<file path="config.mk">
export PLATFORM = sky130hd
export DESIGN_NAME = load_store_unit_flat
export DESIGN_NICKNAME = d
export VERILOG_FILES = /design/src/rtl/lsu_pkg.sv /design/src/rtl/lsu_if.sv /design/src/rtl/lsu_load_align.sv /design/src/rtl/load_store_unit.sv /design/src/flat_wrapper.sv
export SDC_FILE = /design/constraint.sdc
export NUM_CORES = 1
export LEC_CHECK = 0
export ABC_AREA = 1
export CAP_MARGIN = 20
export CELL_PAD_IN_SITES_DETAIL_PLACEMENT = 0
export CELL_PAD_IN_SITES_GLOBAL_PLACEMENT = 1
export CORE_MARGIN = 2
export CORE_UTILIZATION = 41
export DETAILED_ROUTE_END_ITERATION = 7
export DONT_BUFFER_PORTS = 1
export PLACE_DENSITY = 0.73
export RECOVER_POWER = 25
export SLEW_MARGIN = 25
export SYNTH_ARGS = -nofsm -noshare
export SYNTH_HDL_FRONTEND = slang
export SYNTH_SLANG_ARGS = --single-unit
</file>
<file path="constraint.sdc">
create_clock -name clk -period 1.4 [get_ports clk]
set_input_delay 0.28 -clock clk [delete_from_list [all_inputs] [get_ports clk]]
set_output_delay 0.28 -clock clk [all_outputs]
set_load 0.03 [all_outputs]
</file>
<file path="src/rtl/lsu_pkg.sv">
// Shared types and lane helpers for the load/store unit.
// Sizes, FSM states, byte-enable / store-lane builders and the alignment rule.
package lsu_pkg;

    localparam int DATA_W = 32;

    typedef enum logic [1:0] {
        SZ_B   = 2'b00,
        SZ_H   = 2'b01,
        SZ_W   = 2'b10,
        SZ_RSV = 2'b11
    } size_e;

    typedef enum logic [1:0] {
        IDLE   = 2'b00,
        REQ    = 2'b01,
        WAIT_R = 2'b10
    } state_e;

    function automatic logic [3:0] be_for(size_e size, logic [1:0] a);
        case (size)
            SZ_B:    return 4'b0001 << a;
            SZ_H:    return 4'b0011 << a;
            default: return 4'b1111;
        endcase
    endfunction

    function automatic logic [DATA_W-1:0] lane_wdata(size_e size, logic [DATA_W-1:0] d);
        case (size)
            SZ_B:    return {4{d[7:0]}};
            SZ_H:    return {2{d[15:0]}};
            default: return d;
        endcase
    endfunction

    // The reserved size code is always rejected, regardless of address.
    function automatic logic is_misaligned(size_e size, logic [1:0] a);
        case (size)
            SZ_B:    return 1'b0;
            SZ_H:    return a[0];
            SZ_W:    return a != 2'b00;
            default: return 1'b1;
        endcase
    endfunction

endpackage

</file>
<file path="src/rtl/lsu_if.sv">
// Data-memory port: req/gnt request channel plus rvalid/rdata response channel.
interface lsu_dmem_if #(
    parameter int ADDR_W = 32
) ();
    import lsu_pkg::*;

    logic              req;
    logic              we;
    logic [ADDR_W-1:0] addr;
    logic [3:0]        be;
    logic [DATA_W-1:0] wdata;
    logic              gnt;
    logic              rvalid;
    logic [DATA_W-1:0] rdata;

    modport master (
        output req, we, addr, be, wdata,
        input  gnt, rvalid, rdata
    );

    modport slave (
        input  req, we, addr, be, wdata,
        output gnt, rvalid, rdata
    );

endinterface

</file>
<file path="src/rtl/lsu_load_align.sv">
// Load lane selection and sign/zero extension of the returned memory word.
module lsu_load_align
    import lsu_pkg::*;
(
    input  logic [DATA_W-1:0] rdata_i,
    input  logic [1:0]        off_i,
    input  size_e             size_i,
    input  logic              uns_i,
    output logic [DATA_W-1:0] data_o
);

    logic [DATA_W-1:0] lane;

    assign lane = rdata_i >> {off_i, 3'b000};

    always_comb begin
        data_o = lane;
        case (size_i)
            SZ_B:    data_o = uns_i ? {24'b0, lane[7:0]}   : {{24{lane[7]}}, lane[7:0]};
            SZ_H:    data_o = uns_i ? {16'b0, lane[15:0]}  : {{16{lane[15]}}, lane[15:0]};
            default: data_o = lane;
        endcase
    end

endmodule

</file>
<file path="src/rtl/load_store_unit.sv">
// MEM-stage load/store initiator: one blocking access at a time over a req/gnt +
// rvalid memory port, with misalignment rejection and a bounded wait timeout.
module load_store_unit
    import lsu_pkg::*;
#(
    parameter int ADDR_W   = 32,
    parameter int MAX_WAIT = 15
) (
    input  logic              clk,
    input  logic              rst_n,
    input  logic              ex_valid_i,
    output logic              ex_ready_o,
    input  logic              ex_mem_read_i,
    input  logic              ex_mem_write_i,
    input  logic [1:0]        ex_size_i,
    input  logic              ex_unsigned_i,
    input  logic [ADDR_W-1:0] ex_addr_i,
    input  logic [DATA_W-1:0] ex_store_data_i,
    input  logic [4:0]        ex_rd_i,
    lsu_dmem_if.master        dmem,
    output logic              wb_valid_o,
    output logic [4:0]        wb_rd_o,
    output logic [DATA_W-1:0] wb_data_o,
    output logic              store_done_o,
    output logic              misalign_o,
    output logic              timeout_o
);

    localparam int CNT_W = (MAX_WAIT > 1) ? $clog2(MAX_WAIT + 1) : 1;
    localparam logic [CNT_W-1:0] CNT_LAST = CNT_W'(MAX_WAIT - 1);

    state_e            state_q;
    logic              ex_ready_q;
    logic              req_q;
    logic              we_q;
    logic [ADDR_W-1:0] addr_q;
    logic [3:0]        be_q;
    logic [DATA_W-1:0] wdata_q;
    size_e             size_q;
    logic              uns_q;
    logic [1:0]        off_q;
    logic [4:0]        rd_q;
    logic [CNT_W-1:0]  cnt_q;
    logic              wb_valid_q;
    logic [4:0]        wb_rd_q;
    logic [DATA_W-1:0] wb_data_q;
    logic              store_done_q;
    logic              misalign_q;
    logic              timeout_q;

    size_e             ex_size;
    logic              ex_is_mem;
    logic [DATA_W-1:0] load_data;

    assign ex_size   = size_e'(ex_size_i);
    assign ex_is_mem = ex_mem_read_i | ex_mem_write_i;

    lsu_load_align u_align (
        .rdata_i (dmem.rdata),
        .off_i   (off_q),
        .size_i  (size_q),
        .uns_i   (uns_q),
        .data_o  (load_data)
    );

    // Status pulses default low each cycle; only the transition that owns them raises one.
    always_ff @(posedge clk or negedge rst_n) begin
        if (!rst_n) begin
            state_q      <= IDLE;
            ex_ready_q   <= 1'b1;
            req_q        <= 1'b0;
            we_q         <= 1'b0;
            addr_q       <= '0;
            be_q         <= '0;
            wdata_q      <= '0;
            size_q       <= SZ_B;
            uns_q        <= 1'b0;
            off_q        <= '0;
            rd_q         <= '0;
            cnt_q        <= '0;
            wb_valid_q   <= 1'b0;
            wb_rd_q      <= '0;
            wb_data_q    <= '0;
            store_done_q <= 1'b0;
            misalign_q   <= 1'b0;
            timeout_q    <= 1'b0;
        end else begin
            wb_valid_q   <= 1'b0;
            store_done_q <= 1'b0;
            misalign_q   <= 1'b0;
            timeout_q    <= 1'b0;
            case (state_q)
                IDLE: begin
                    if (ex_valid_i && ex_is_mem) begin
                        if (is_misaligned(ex_size, ex_addr_i[1:0])) begin
                            misalign_q <= 1'b1;
                        end else begin
                            state_q    <= REQ;
                            ex_ready_q <= 1'b0;
                            req_q      <= 1'b1;
                            we_q       <= ex_mem_write_i;
                            addr_q     <= {ex_addr_i[ADDR_W-1:2], 2'b00};
                            be_q       <= be_for(ex_size, ex_addr_i[1:0]);
                            wdata_q    <= lane_wdata(ex_size, ex_store_data_i);
                            size_q     <= ex_size;
                            uns_q      <= ex_unsigned_i;
                            off_q      <= ex_addr_i[1:0];
                            rd_q       <= ex_rd_i;
                            cnt_q      <= '0;
                        end
                    end
                end
                REQ: begin
                    if (dmem.gnt) begin
                        req_q <= 1'b0;
                        cnt_q <= '0;
                        if (we_q) begin
                            store_done_q <= 1'b1;
                            state_q      <= IDLE;
                            ex_ready_q   <= 1'b1;
                        end else begin
                            state_q <= WAIT_R;
                        end
                    end else if (cnt_q == CNT_LAST) begin
                        req_q      <= 1'b0;
                        timeout_q  <= 1'b1;
                        state_q    <= IDLE;
                        ex_ready_q <= 1'b1;
                    end else begin
                        cnt_q <= cnt_q + CNT_W'(1);
                    end
                end
                WAIT_R: begin
                    if (dmem.rvalid) begin
                        wb_valid_q <= 1'b1;
                        wb_rd_q    <= rd_q;
                        wb_data_q  <= load_data;
                        state_q    <= IDLE;
                        ex_ready_q <= 1'b1;
                    end else if (cnt_q == CNT_LAST) begin
                        timeout_q  <= 1'b1;
                        state_q    <= IDLE;
                        ex_ready_q <= 1'b1;
                    end else begin
                        cnt_q <= cnt_q + CNT_W'(1);
                    end
                end
                default: begin
                    state_q    <= IDLE;
                    ex_ready_q <= 1'b1;
                    req_q      <= 1'b0;
                end
            endcase
        end
    end

    assign ex_ready_o   = ex_ready_q;
    assign dmem.req     = req_q;
    assign dmem.we      = we_q;
    assign dmem.addr    = addr_q;
    assign dmem.be      = be_q;
    assign dmem.wdata   = wdata_q;
    assign wb_valid_o   = wb_valid_q;
    assign wb_rd_o      = wb_rd_q;
    assign wb_data_o    = wb_data_q;
    assign store_done_o = store_done_q;
    assign misalign_o   = misalign_q;
    assign timeout_o    = timeout_q;

endmodule

</file>
<file path="src/flat_wrapper.sv">
// flat-port wrapper written by rule: the top's interface ports become plain ports
module load_store_unit_flat import lsu_pkg::*;
#(
    parameter int ADDR_W   = 32,
    parameter int MAX_WAIT = 15
)
  (clk, rst_n, ex_valid_i, ex_ready_o, ex_mem_read_i, ex_mem_write_i, ex_size_i, ex_unsigned_i, ex_addr_i, ex_store_data_i, ex_rd_i, wb_valid_o, wb_rd_o, wb_data_o, store_done_o, misalign_o, timeout_o, dmem_req, dmem_we, dmem_addr, dmem_be, dmem_wdata, dmem_gnt, dmem_rvalid, dmem_rdata);
  lsu_dmem_if #(.ADDR_W(ADDR_W)) dmem_i ();
  input  logic clk;
  input  logic rst_n;
  input  logic ex_valid_i;
  output logic ex_ready_o;
  input  logic ex_mem_read_i;
  input  logic ex_mem_write_i;
  input  logic [1:0] ex_size_i;
  input  logic ex_unsigned_i;
  input  logic [ADDR_W-1:0] ex_addr_i;
  input  logic [DATA_W-1:0] ex_store_data_i;
  input  logic [4:0] ex_rd_i;
  output logic wb_valid_o;
  output logic [4:0] wb_rd_o;
  output logic [DATA_W-1:0] wb_data_o;
  output logic store_done_o;
  output logic misalign_o;
  output logic timeout_o;
  output wire logic [$bits(dmem_i.req)-1:0] dmem_req;
  output wire logic [$bits(dmem_i.we)-1:0] dmem_we;
  output wire logic [$bits(dmem_i.addr)-1:0] dmem_addr;
  output wire logic [$bits(dmem_i.be)-1:0] dmem_be;
  output wire logic [$bits(dmem_i.wdata)-1:0] dmem_wdata;
  input wire logic [$bits(dmem_i.gnt)-1:0] dmem_gnt;
  input wire logic [$bits(dmem_i.rvalid)-1:0] dmem_rvalid;
  input wire logic [$bits(dmem_i.rdata)-1:0] dmem_rdata;
  assign dmem_req = dmem_i.req;
  assign dmem_we = dmem_i.we;
  assign dmem_addr = dmem_i.addr;
  assign dmem_be = dmem_i.be;
  assign dmem_wdata = dmem_i.wdata;
  assign dmem_i.gnt = dmem_gnt;
  assign dmem_i.rvalid = dmem_rvalid;
  assign dmem_i.rdata = dmem_rdata;
  load_store_unit #(.ADDR_W(ADDR_W), .MAX_WAIT(MAX_WAIT)) u_core (.clk(clk), .rst_n(rst_n), .ex_valid_i(ex_valid_i), .ex_ready_o(ex_ready_o), .ex_mem_read_i(ex_mem_read_i), .ex_mem_write_i(ex_mem_write_i), .ex_size_i(ex_size_i), .ex_unsigned_i(ex_unsigned_i), .ex_addr_i(ex_addr_i), .ex_store_data_i(ex_store_data_i), .ex_rd_i(ex_rd_i), .dmem(dmem_i), .wb_valid_o(wb_valid_o), .wb_rd_o(wb_rd_o), .wb_data_o(wb_data_o), .store_done_o(store_done_o), .misalign_o(misalign_o), .timeout_o(timeout_o));
endmodule
</file>
# Yosys cells after proc, flatten, opt, wreduce, memory -nomap -nowiden
# Index checks and enable logic that the tools add are counted.
[word_totals] register_bits=126 in_bits=111 word_cells=93 output_inout_bits=112
[classes] n_eq_ne=11 reduce_logical=12 shifts=3 mux=45 bitwise_logic=3 addsub=1
[ops] op="$pmux 32 s2" n=2
[ops] op="$mux 32" n=2
[ops] op="$shr 32x5->32" n=1
[ops] op="$mux 1" n=23
[ops] op="$mux 4" n=5
[ops] op="$mux 2" n=6
[ops] op="$pmux 4 s3" n=1
[ops] op="$pmux 1 s3" n=3
[ops] op="$pmux 4 s2" n=1
[ops] op="$reduce_and 4->1" n=2
[ops] op="$eq 2x1->1 const B" n=3
[ops] op="$logic_not 2->1" n=3
[ops] op="$ne 3x2->1 const B" n=2
[ops] op="$pmux 2 s3" n=1
[ops] op="$reduce_and 3->1" n=2
[ops] op="$add 4x1->4 const B" n=1
[ops] op="$eq 2x2->1 const B" n=2
[ops] op="$eq 4x4->1 const B" n=1
[ops] op="$ne 2x2->1 const B" n=2
[ops] op="$reduce_and 2->1" n=2
[ops] op="$shl 1x2->4 const A" n=1
[ops] op="$shl 2x2->4 const A" n=1
[ops] op="$reduce_bool 3->1" n=1
[ops] op="$ne 2x1->1 const B" n=1
[ops] op="5 further kinds" n=6

# Logic depth before layout (Yosys ltp)
# Gate-level depths: netlist of run 1.
[logic_depth] depth_word=7 mapped_depth=11 depth_no_buf=9

# Hierarchy
# A second synthesis of run 1 with hierarchy kept.
[hier_totals] hier_cells=795 hier_area_um2=6256.0
[modules_own_cells] mod="load_store_unit" area_each_um2=5352.6 cells_per_inst=621 n_inst=1
[modules_own_cells] mod="lsu_load_align" area_each_um2=903.4 cells_per_inst=174 n_inst=1

# Worst setup path before layout of run 1
# Ideal clock, no wire load.
[synth_path] kind="register -> register" from="reg u_core.state_q[0]" to="reg u_core.wb_data_q[14] (netlist: u_core.wb_data_o[14])" path_buffers=1 slack_ns=-0.049 synth_period_minus_slack_ns=1.449 arrival_time_ns=1.336 setup_ns=0.113 path_stages_with_launch=9 t_required_ns=1.287 cell_sequence="dfrtp_1 inv_1 ha_1 nand2_1 inv_1 clkbuf_1 or2_2 nand2_1 inv_1"
[synth_between] elab_chain_len=2
[synth_rtl] item="start, declared" line="load_store_unit.sv:32" rtl="state_e state_q;"
[synth_rtl] item="start signal, assigned" line="load_store_unit.sv:69" rtl="state_q <= IDLE;"
[synth_rtl] item="start signal, assigned" line="load_store_unit.sv:98" rtl="state_q <= REQ;"
[synth_rtl] item="start signal, assigned" line="load_store_unit.sv:119" rtl="state_q <= IDLE;"
[synth_rtl] item="$eq 2x2->1" line="load_store_unit.sv:92" rtl="case (state_q)"
[synth_rtl] item="$reduce_and 2->1 (no source line)"
[synth_rtl] item="end signal, assigned" line="load_store_unit.sv:137" rtl="wb_data_q <= load_data;"
[synth_rtl] item="end, declared" line="load_store_unit.sv:46" rtl="logic [DATA_W-1:0] wb_data_q;"
# No other way between the ends.
# A chain may end at the register's enable or synchronous reset.

# Worst setup path in the final report of run 1
[layout_path] from="reg u_core.state_q[1]" to="reg u_core.cnt_q[0]"
[layout_between] elab_chain_len=3
[layout_rtl] item="$eq 2x2->1 (tied with other cells)" line="load_store_unit.sv:92"
[layout_rtl] item="$ne 2x2->1 (no source line) (tied with other cells)"
[layout_rtl] item="$reduce_and 4->1 (no source line)"
[layout_rtl] item="end signal, assigned" line="load_store_unit.sv:130" rtl="cnt_q <= cnt_q + CNT_W'(1);"
[layout_rtl] item="end signal, assigned" line="load_store_unit.sv:145" rtl="cnt_q <= cnt_q + CNT_W'(1);"
[layout_rtl] item="end, declared" line="load_store_unit.sv:43" rtl="logic [CNT_W-1:0] cnt_q;"
# Several ways; a longest one is shown, not always the timed one.

==> results of run 1 <==
==> registers in the layout (all words and copies together), names as in the netlist, 2 cells and up <==
signal / flops
u_core.off_q: 2
u_core.wb_rd_o: 5
u_core.cnt_q: 4
u_core.dmem.be: 4
u_core.size_q: 2
u_core.wb_data_o: 32
u_core.dmem.wdata: 32
u_core.dmem.addr: 30
u_core.state_q: 2
u_core.rd_q: 5
==> final cells by class <==
cell class	count	area, um2
Fill cell	1316	6440
Sequential cell	126	3160
Multi-Input combinational cell	542	2770
Timing Repair Buffer	106	1110
Clock buffer	19	443
Inverter	60	250
Tap cell	184	230
Clock inverter	13	129
Antenna cell	1	2.50
==> synth_stat cells, drive strengths merged <==
cell | number | share of area [%]
nand2 | 306 | 19
dfrtp | 125 | 51
o21ai | 72 | 5.9
inv | 60 | 3.7
nand3 | 47 | 4.4
a21oi | 39 | 3.2
buf | 32 | 3.5
nor2 | 25 | 1.7
or2 | 24 | 2.5
clkbuf | 10 | 0.64
a31oi | 8 | 0.82
o211ai | 7 | 0.86
ha | 6 | 1.2
a211oi | 1 | 0.12
conb | 1 | 0.062
dfstp | 1 | 0.43
nand3b | 1 | 0.12
nand4 | 1 | 0.10
nor3 | 1 | 0.082
nor3b | 1 | 0.12
o22ai | 1 | 0.10
==> cells by family after synthesis <==
group,after synthesis
other cells,1
simple gates,406
fa+ha+maj,6
compound gates,128
buf+inv,102
flops,126
==> worst reg2reg max path, cell delays in order, from the launching register on <==
cell     delay, ps
dfrtp_1        430
inv_2          120
buf_6          110
ha_4           120
nand2_2         70
nand2_2         80
nand2_2         80
buf_6          120
a21oi_2         90
nor2_1          40
a21oi_1        110
==> report_power, final <==
part / switching (mW) / internal (mW) / total [mW]
logic: 3.96 / 3.09 / 7.05
registers: 3.71 / 5.29 / 9.00
clock network: 1.78 / 2.53 / 4.31
==> through the flow <==
stage	std cells	hold WS, ps	TNS, ps
detailed placement	967	-12.2	-2740
floorplan	770	-15.6	0
finish	1051	-450	-321
global placement	967	-12.3	-526
CTS	1037	-468	-498
global route	1051	-470	-5160
==> per-layer routing <==
layer | vias up | global-route usage [%] | share of wire [%]
met5 | - | 0 | 0
met4 | 0 | 7.37 | 2.1
met3 | 31 | 8.33 | 8.9
met2 | 233 | 35.2 | 49
met1 | 2548 | 25.7 | 40
li1 | 2617 | - | -
==> how the worst max path moves through the flow <==
stage                            from                    end  slack (ps)
floorplan           u_core.state_q[0]   u_core.wb_data_o[14]          20
global placement    u_core.state_q[0]        u_core.cnt_q[0]         -60
detailed placement  u_core.state_q[1]        u_core.cnt_q[1]         -90
CTS                 u_core.state_q[1]  u_core.dmem.wdata[22]         -50
global route        u_core.state_q[1]        u_core.cnt_q[0]        -150
finish              u_core.state_q[1]        u_core.cnt_q[0]         -40
==> repair_timing <==
action / 4_1_cts / 5_1_grt
gates cloned: 0 / 5
endpoints found under the hold margin: 163 / 126
endpoints found under the setup margin: 94 / 93
pin swaps: 4 / 28
gates resized for setup: 26 / 90
buffers inserted: 1 / 8
==> results.py, run 1 <==
metrics = {
    "setup_path": {
        "arrival_ps": 1790,
        "cp_num_cells": 10,
        "rrSetupSlack_ps": -40,
        "cp-end-kind": "flop",
        "reg2reg_depth": 10,
        "crit_buf_inv": 3,
        "crit_family": "flip-flops",
        "start_kind": "flop",
        "worstPathMaxFanout": 3,
        "cpPeakStageDelay_ps": 430,
        "critPathRequiredTime_ps": 1740,
        "crit_top_cell": "nand2_2",
        "crit_chain": "inv_2 -> buf_6 -> ha_4 -> nand2_2 -> nand2_2 -> nand2_2 -> buf_6 -> a21oi_2 -> nor2_1 -> a21oi_1",
        "setup.worst_path.class": "flop to flop",
        "crit-reg2reg-launch": "u_core.state_q[1]",
        "r2r-end": "u_core.cnt_q[0]",
        "crit_path_top_delay_cell": "dfrtp_1",
    },
    "placed_design": {
        "io_buffers": 0,
        "post-place-ws_ps": -88.9,
        "gp_congestion": 0.873,
        "dpl_cell_area_um2": 6590,
        "post-dp-hpwl_um": 11400,
    },
    "clocking": {
        "cts_tree": "yes",
        "holdBufCountCts": 37,
        "clock_latency_ps": 420,
        "cts.sinks": 126,
        "cts_buffers": 17,
        "path_clk_slew_ps": 60,
        "htree_num_levels": 4,
        "clk_path_buf_depth": 2,
        "cts_root_buffer": "clkbuf_16",
    },
    "power_and_ir_drop": {
        "ir_worst_vdd_uv": 1130,
        "powerDensity_nw_per_um2": 2510,
        "finalPower_mw": 20.4,
        "p_leak_nw": 4.06,
    },
    "flow_run": {
        "drv_cap": 0,
    },
    "logic_synthesis": {
        "synth_compound_area_share_pct": 11.0,
        "seq_area_frac_synth_pct": 51.8,
        "synth_simple_gate_area_share_pct": 28.0,
        "yosysWarnings": 0,
        "synthAdderAreaFrac_pct": 1.23,
        "syn_area_um2": 6090,
        "postSynthCellCount": 769,
        "synthMuxAreaShare_pct": 0,
        "synth_top_family_by_area": "simple AND/OR/NAND/NOR gates",
        "synth_seq_cells": 126,
        "synth_xor_area_share_pct": 0,
        "synth_area_per_cell_um2": 7.92,
        "synth.distinct_cells": 32,
    },
    "timing": {
        "hold_violations": 126,
        "worst_slack_ps": -44.7,
        "rsz0062_at_grt": "true",
        "worst_pin_slew_ps": 629,
        "setup_violations": 23,
        "finalClockSkew_ps": 9.88,
        "holdWs_ps": -450,
        "relSlewSlack_pct": 57.9,
        "final.min_clock_period_ps": 1440,
        "fmax_mhz": 692,
        "finalMaxSlewViolations": 0,
        "min_period_over_period_pct": 103,
    },
    "floorplan": {
        "rows": 44,
        "die_h_um": 126,
        "coreArea_um2": 14500,
        "die_w_um": 126,
        "die_area_um2": 15900,
        "ios": 223,
        "start_util_pct": 41.9,
    },
    "grt": {
        "grt_max_degree": 127,
        "grt_antenna_before_repair": 1,
        "grt-ovfl-total": 0,
        "first_global_vias": 5197,
        "grt_pass1_wl_um": 27000,
        "track_usage_pct": 21.4,
    },
    "detailed_routing": {
        "drc": 0,
        "first_iter_violations": 267,
        "drt-pass1-iter-count": 4,
        "final_antenna_net_count": 0,
        "vias_per_cell": 5.17,
        "routed_wl_um": 17800,
        "detail_route.wl_per_cell_um": 16.9,
        "num_vias": 5429,
    },
    "final_layout": {
        "final_cell_mix": "282 x nand2_1, 124 x dfrtp_1, 51 x inv_1, 47 x buf_4, 40 x nand3_1",
        "drive_gt1_share_pct": 22.2,
        "final_common_cell": "nand2_1",
        "layout.core_utilization_pct": 55.7,
        "stdcell_area_um2": 8100,
        "syn2layout_area_growth_pct": 32.9,
        "fin_nets": 970,
    },
    "outcome": {
        "status": "finished with violations",
        "failed_checks": "negative hold slack, negative setup slack",
    },
    "min_path": {
        "hp-class": "input pin to asynchronous set/reset pin",
    },
}
Note: power is estimated with default switching activity, not from simulation.
==> run 2: changes to the inputs <==
Settings changed: PLACE_DENSITY 0.73 to 0.81.
==> results.py, run 2 (same netlist as run 1, synthesis figures left out) <==
metrics = {
    "outcome": {
        "failed_checks": "negative hold slack, negative setup slack",
        "status": "finished with violations",
    },
    "detailed_routing": {
        "drc": 0,
        "detail_route.wl_per_cell_um": 16.7,
        "final_antenna_net_count": 0,
        "routed_wl_um": 17500,
        "num_vias": 5418,
        "vias_per_cell": 5.18,
        "drt-pass1-iter-count": 5,
        "first_iter_violations": 295,
    },
    "floorplan": {
        "die_w_um": 126,
        "start_util_pct": 41.9,
        "die_h_um": 126,
        "rows": 44,
        "ios": 223,
        "die_area_um2": 15900,
        "coreArea_um2": 14500,
    },
    "grt": {
        "track_usage_pct": 21.7,
        "first_global_vias": 5368,
        "grt_max_degree": 127,
        "grt_pass1_wl_um": 27300,
        "grt-ovfl-total": 0,
        "grt_antenna_before_repair": 1,
    },
    "timing": {
        "min_period_over_period_pct": 103,
        "rsz0062_at_grt": "true",
        "final.min_clock_period_ps": 1440,
        "hold_violations": 126,
        "holdWs_ps": -445,
        "finalClockSkew_ps": 7.53,
        "fmax_mhz": 694,
        "setup_violations": 23,
        "finalMaxSlewViolations": 0,
        "worst_slack_ps": -41.0,
    },
    "clocking": {
        "clk_path_buf_depth": 2,
        "holdBufCountCts": 38,
        "cts_root_buffer": "clkbuf_16",
        "cts_tree": "yes",
        "cts_buffers": 17,
        "htree_num_levels": 4,
        "path_clk_slew_ps": 60,
        "cts.sinks": 126,
        "clock_latency_ps": 420,
    },
    "setup_path": {
        "worstPathMaxFanout": 33,
        "start_kind": "flop",
        "cp-end-kind": "flop",
        "crit_chain": "inv_4 -> ha_4 -> nand3_4 -> buf_12 -> buf_12 -> nand2_1 -> nand2_1",
        "crit_family": "flip-flops",
        "crit_path_top_delay_cell": "dfrtp_2",
        "crit_buf_inv": 3,
        "setup.worst_path.class": "flop to flop",
        "cpPeakStageDelay_ps": 450,
        "critPathRequiredTime_ps": 1710,
        "arrival_ps": 1750,
    },
    "power_and_ir_drop": {
        "powerDensity_nw_per_um2": 2560,
        "power_frac_clock_pct": 22.4,
        "p_comb_share_pct": 32.4,
        "ir_worst_vdd_uv": 1350,
        "power_switching_share_pct": 46.2,
        "finalPower_mw": 20.3,
        "switchingPower_mw": 9.37,
        "p_int_mw": 10.9,
        "p_leak_nw": 4.01,
        "pwr-share-seq_pct": 45.2,
    },
    "min_path": {
        "hp-class": "input pin to asynchronous set/reset pin",
    },
    "final_layout": {
        "drive_gt1_share_pct": 19.7,
        "layout.cells.non_filler": 1045,
        "final_cell_mix": "285 x nand2_1, 123 x dfrtp_1, 51 x inv_1, 47 x buf_4, 40 x o21ai_1",
        "fin_nets": 964,
        "syn2layout_area_growth_pct": 30.2,
        "final_common_cell": "nand2_1",
    },
    "placed_design": {
        "post-dp-hpwl_um": 11500,
        "io_buffers": 0,
        "dp_cells": 967,
        "gp_congestion": 0.870,
    },
    "flow_run": {
        "drv_cap": 0,
    },
}
run 2: area by class of cell:
cell class                      count  area [um2]
Inverter                           60         243
Clock buffer                       17         425
Clock inverter                     15         176
Fill cell                        1305        6600
Tap cell                          184         230
Sequential cell                   126        3160
Multi-Input combinational cell    542        2680
Timing Repair Buffer              100        1010
Antenna cell                        1        2.50
run 2: final timing paths:
check	depth (start not counted)	start	to	slack, ps
worst min register to register	2	u_core.rd_q[2]	u_core.wb_rd_o[2]	480
worst max-delay path	7	u_core.state_q[1]	u_core.dmem.addr[5]	-40
worst min-delay path	0	rst_n	u_core.store_done_o	-450
worst max register to register	7	u_core.state_q[1]	u_core.dmem.addr[5]	-40
min in group clk	2	ex_store_data_i[31]	u_core.dmem.wdata[31]	20
max in group asynchronous	0	rst_n	u_core.ex_ready_o	1520
run 2: power by group through the flow:
stage | Combinational (mW) | Sequential, mW | Clock [mW]
2_1_floorplan | 3.71 | 9.13 | 0
3_3_place_gp | 5.45 | 9.15 | 0
3_5_place_dp | 5.66 | 9.14 | 0
4_1_cts | 6.01 | 9.14 | 4.63
5_1_grt | 7.29 | 9.35 | 4.78
6_report | 6.56 | 9.16 | 4.55
run 2: through the flow:
step           hold WS, ps  area [um2]  worst slack, ps  setup TNS (ps)  util (%)
5_1_grt               -479        7930            -97.0           -4660      54.6
6_report              -445        7930            -41.0            -327      54.6
3_5_place_dp         -11.6        6600            -83.3           -2640      45.4
4_1_cts               -475        7710            -16.2            -154      53.1
3_3_place_gp         -12.1        6600            -2.74           -2.74      45.4
2_1_floorplan        -15.6        6120             18.8               0         -
run 2: routing by layer:
| metal | GRT usage (%) | share of wire [%] | vias to the layer above |
|---|---|---|---|
| li1 | - | - | 2601 |
| met1 | 25.1 | 40 | 2568 |
| met2 | 36.5 | 50 | 224 |
| met3 | 9.18 | 9.5 | 25 |
| met4 | 7.11 | 1.5 | 0 |
| met5 | 0 | 0 | - |
run 2: repair_timing:
action,in CTS,in global routing
resized for setup,34,69
setup buffers,4,2
pin swaps,4,10
setup endpoints to repair,101,106
cloned,1,1
hold endpoints to repair,164,126
